**src/rtl/led_mux8.sv**
```systemverilog
// Scans eight active-low segment bytes onto a common-anode display, one digit per slot,
// with a blanking dead-time at the start of each slot and frame-level PWM brightness.
module led_mux8 #(
  parameter int SLOT_TICKS  = 100_000,
  parameter int BLANK_TICKS = 1_000
) (
  input  logic       clk,
  input  logic       rst,
  input  logic [7:0] in0,
  input  logic [7:0] in1,
  input  logic [7:0] in2,
  input  logic [7:0] in3,
  input  logic [7:0] in4,
  input  logic [7:0] in5,
  input  logic [7:0] in6,
  input  logic [7:0] in7,
  input  logic [7:0] an_en,
  input  logic [3:0] bright,
  output logic [7:0] an,
  output logic [7:0] sseg,
  output logic       frame_tick
);

  localparam int TW = (SLOT_TICKS > 2) ? $clog2(SLOT_TICKS) : 1;
  localparam logic [TW-1:0] BLANK_LAST = TW'(BLANK_TICKS - 1);
  localparam logic [TW-1:0] ON_LAST    = TW'(SLOT_TICKS - BLANK_TICKS - 1);

  typedef enum logic {S_BLANK, S_ON} state_t;

  state_t        state, state_nxt;
  logic [TW-1:0] tick, tick_nxt;
  logic [2:0]    idx, idx_nxt;
  logic [3:0]    frame_cnt, frame_cnt_nxt;
  logic [7:0]    an_nxt, sseg_nxt;
  logic          frame_tick_nxt;
  logic [7:0]    digit_seg;
  logic          lit;

  always_comb begin
    digit_seg = 8'hFF;
    case (idx)
      3'd0: digit_seg = in0;
      3'd1: digit_seg = in1;
      3'd2: digit_seg = in2;
      3'd3: digit_seg = in3;
      3'd4: digit_seg = in4;
      3'd5: digit_seg = in5;
      3'd6: digit_seg = in6;
      3'd7: digit_seg = in7;
      default: digit_seg = 8'hFF;
    endcase
  end

  // PWM: a digit lights only in the first bright+1 frames of every 16
  assign lit = an_en[idx] && (frame_cnt <= bright);

  always_comb begin
    state_nxt      = state;
    tick_nxt       = tick + 1'b1;
    idx_nxt        = idx;
    frame_cnt_nxt  = frame_cnt;
    an_nxt         = an;
    sseg_nxt       = sseg;
    frame_tick_nxt = 1'b0;
    case (state)
      S_BLANK: begin
        if (tick == BLANK_LAST) begin
          state_nxt = S_ON;
          tick_nxt  = '0;
          an_nxt    = lit ? ~(8'b1 << idx) : 8'hFF;
          sseg_nxt  = lit ? digit_seg : 8'hFF;
        end
      end
      S_ON: begin
        if (tick == ON_LAST) begin
          state_nxt = S_BLANK;
          tick_nxt  = '0;
          an_nxt    = 8'hFF;
          sseg_nxt  = 8'hFF;
          idx_nxt   = idx + 3'd1;
          if (idx == 3'd7) begin
            frame_cnt_nxt  = frame_cnt + 4'd1;
            frame_tick_nxt = 1'b1;
          end
        end
      end
      default: begin
        state_nxt = S_BLANK;
        tick_nxt  = '0;
      end
    endcase
  end

  always_ff @(posedge clk or posedge rst) begin
    if (rst) begin
      state      <= S_BLANK;
      tick       <= '0;
      idx        <= 3'd0;
      frame_cnt  <= 4'd0;
      an         <= 8'hFF;
      sseg       <= 8'hFF;
      frame_tick <= 1'b0;
    end else begin
      state      <= state_nxt;
      tick       <= tick_nxt;
      idx        <= idx_nxt;
      frame_cnt  <= frame_cnt_nxt;
      an         <= an_nxt;
      sseg       <= sseg_nxt;
      frame_tick <= frame_tick_nxt;
    end
  end

endmodule
```
**config.mk**
```make
export PLATFORM = sky130hd
export DESIGN_NAME = led_mux8
export DESIGN_NICKNAME = d
export VERILOG_FILES = /design/src/rtl/led_mux8.sv
export SDC_FILE = /design/constraint.sdc
export NUM_CORES = 1
export LEC_CHECK = 0
export CAP_MARGIN = 20
export CORE_MARGIN = 3
export CORE_UTILIZATION = 45
export CTS_CLUSTER_SIZE = 25
export DETAILED_ROUTE_END_ITERATION = 10
export PLACE_DENSITY = 0.81
export SYNTH_ARGS = -nofsm -noshare
export SYNTH_HDL_FRONTEND = slang
export SYNTH_SLANG_ARGS = --single-unit
```
**constraint.sdc**
```tcl
create_clock -name clk -period 5.71 [get_ports clk]
set_clock_uncertainty 0.15 [all_clocks]
set_input_delay 1.142 -clock clk [delete_from_list [all_inputs] [get_ports clk]]
set_output_delay 1.142 -clock clk [all_outputs]
set_load 0.005 [all_outputs]
```
==> reports/results.ini <==
[run_status]
status=finished, final reports clean

[power]
peakVddDrop_v=0.000103
power.density_nw_per_um2=153
power_frac_clock_pct=34.0
comb_power_share_pct=13.3
swShare_pct=20.5
p_total_w=0.000565
p_int_w=0.000449
p_sw_w=0.000116
total_leakage_power_nw=1.53
p_seq_share_pct=52.7

[timing]
setup_viol=0
fin_ws_ns=2.11
tightest_slew_ns=1.09
slew_headroom_pct=27.3
final.min_clock_period_ns=3.60
tns_ns=0
fmax_ghz=0.278
hold_violations=0
slew_viol_final=0
post-route-period-util_pct=63.0
rsz0062_at_grt=false

[synth]
synth_area_um2=2610
async_flop_share_pct=100
syn_inst=267
yosys_most_used_dff=dfrtp_1
synth_edf_count=0
ys_ff_latch=42
seq_area_frac_synth_pct=41.0
synth_cell_type_count=42
yosys_warnings=0
synth_nets=357
post_synth.cell_area_avg_um2=9.78

[finish]
drive_gt1_share_pct=17.6
finish.utilization_pct=66.1
syn_to_final_growth_pct=41.0
diodes=0
fin_area_um2=3680
fillers=475
final_nets=446

[setup_path]
end_kind=flop
worst-setup-path-type=in2reg
crit_fanout=11
worstSetupStartpointType=input pin
critPathArrivalTime_ns=3.63
worstPathRequired_ns=5.74

[grt]
antenna_found_initial=0
grt_max_degree=43
grt_overflow=0
grt_pass1_wl_um=10500
grt_pass1_vias=2064
grt_usage_pct=20.4

[drt]
vias_per_cell=5.38
final_antenna_net_count=0
drt_iter0_drc=152
dr_total_vias=2306
first_pass_iters=7
wl_per_cell_um=15.8
drc=0
wl_um=6790

[clock_network]
hold_buffers=0
root_buffer=clkbuf_8
cts_resized=0
post_cts.repair.setup_buffers=0
cts_tree=done
clock_sinks=42
htree_levels=2
cts_buffer_depth=2
clk_latency_ns=0.29
cts_buffers=5
clk_pin_slew_worst_paths_ns=0.08

[placed_design]
port_buffers=94
dpl.hpwl_um=5200
dp_slack_ns=1.86
place_area_um2=3590
gp_congestion=0.757

[die]
die_h_um=82.2
die_w_um=82.2
core-area_um2=5570
rows=27
io_pins=95
start_util_pct=46.8
dieArea_um2=6750

[worst_hold_path]
hold_path_class=reg2reg

[job]
maxCapViolations=0

## cell usage in the layout, fill, tap and decap left out, types with 2 or more instances in the layout
| cell | netlist | routed |
|---|---|---|
| dfrtp_1 | 26 | 26 |
| or4_1 | 2 | 2 |
| xnor2_1 | 11 | 11 |
| clkbuf_8 | 0 | 6 |
| xor2_1 | 8 | 8 |
| nor2_1 | 28 | 28 |
| and3_1 | 7 | 7 |
| nand4b_1 | 2 | 2 |
| a31oi_1 | 8 | 8 |
| dfstp_2 | 16 | 16 |
| clkdlybuf4s50_1 | 0 | 94 |
| nor2_2 | 8 | 8 |
| buf_4 | 0 | 2 |
| and2_1 | 2 | 2 |
| nand4_1 | 4 | 4 |
| nor3_1 | 3 | 3 |
| mux2_2 | 18 | 18 |
| a21oi_1 | 9 | 9 |
| a222oi_1 | 8 | 8 |
| inv_1 | 13 | 13 |
| nor4_1 | 3 | 3 |
| nand3_1 | 17 | 17 |
| mux2i_1 | 3 | 3 |
| ha_1 | 12 | 12 |
| nand2_1 | 23 | 23 |
| a31oi_2 | 8 | 8 |
## power by group through the flow
stage / sequential [W] / clock (W) / combinational (W)
after floorplan: 0.000303 / 0 / 0.0000186
after global placement: 0.000303 / 0 / 0.0000739
after detailed placement: 0.000303 / 0 / 0.0000753
after CTS: 0.000298 / 0.000197 / 0.0000758
after global routing: 0.000298 / 0.000211 / 0.0000813
final: 0.000298 / 0.000192 / 0.0000753
## metrics by stage
step,instances,hold WS (ns)
2_1_floorplan,267,0.283
3_3_place_gp,421,0.296
3_5_place_dp,421,0.306
4_1_cts,429,0.316
5_1_grt,429,0.333
6_report,429,0.309
## flip-flops by register name, summed over array words and instances (netlist names)
name	count
idx	3
frame_tick	1
tick	17
frame_cnt	4
an	8
state	1
sseg	8
## critical path, cell delays in order
cell and delay, ns:
clkdlybuf4s50_1 0.45, inv_1 0.04, ha_1 0.29, a2111oi_0 0.52, nor3_1 0.14, nor2_1 0.86, a31oi_1 0.18
## Yosys cell counts (9+ instances only)
master,n,area [µm²]
dfrtp_1,26,651
dfstp_2,16,420
a21oi_1,9,45.0
ha_1,12,150
nand2_1,23,86.3
inv_1,13,48.8
xnor2_1,11,96.3
nand3_1,17,85.1
nor2_1,28,105
mux2_2,18,203
## layout make-up
class / count / area (µm²) / area share [%]
clock buffer: 7 / 86.3 / 2.34
clock inverter: 1 / 5.00 / 0.136
inverter: 13 / 48.8 / 1.33
multi-input combinational: 198 / 1430 / 38.7
sequential: 42 / 1070 / 29.1
tap: 72 / 90.1 / 2.45
timing repair buffer: 96 / 956 / 26.0
## kinds of logic after synthesis
kind of cell / after synthesis / share of synthesized area, %
buf+inv: 27 / 4.41
simple gates: 104 / 19.9
compound gates: 42 / 13.7
mux: 21 / 8.91
xor+xnor: 19 / 6.37
flops: 42 / 41.0
fa+ha+maj: 12 / 5.75
## final timing paths
kind	startpoint	end	slack [ns]	cells past startpoint
worst max-delay path	bright[1]	an[4]$_DFFE_PP1P_	2.11	7
worst min-delay path	tick[0]$_DFF_PP0_	tick[0]$_DFF_PP0_	0.31	1
worst max register to register	idx[2]$_DFFE_PP0P_	sseg[0]$_DFFE_PP1P_	2.82	6
worst min register to register	tick[0]$_DFF_PP0_	tick[0]$_DFF_PP0_	0.31	1
max in group asynchronous	rst	an[5]$_DFFE_PP1P_	3.90	3
min in group asynchronous	rst	tick[16]$_DFF_PP0_	1.13	3
## per-layer routing
layer  vias to the layer above  GRT usage, %  routed length [µm]
met1                      1101          30.7                3160
met4                         0          5.65                  68
met2                        64          30.6                3300
met3                         6          2.93                 262
li1                       1135             -                   -
met5                         -             0                   0
Power figures use the tool's default switching activity.
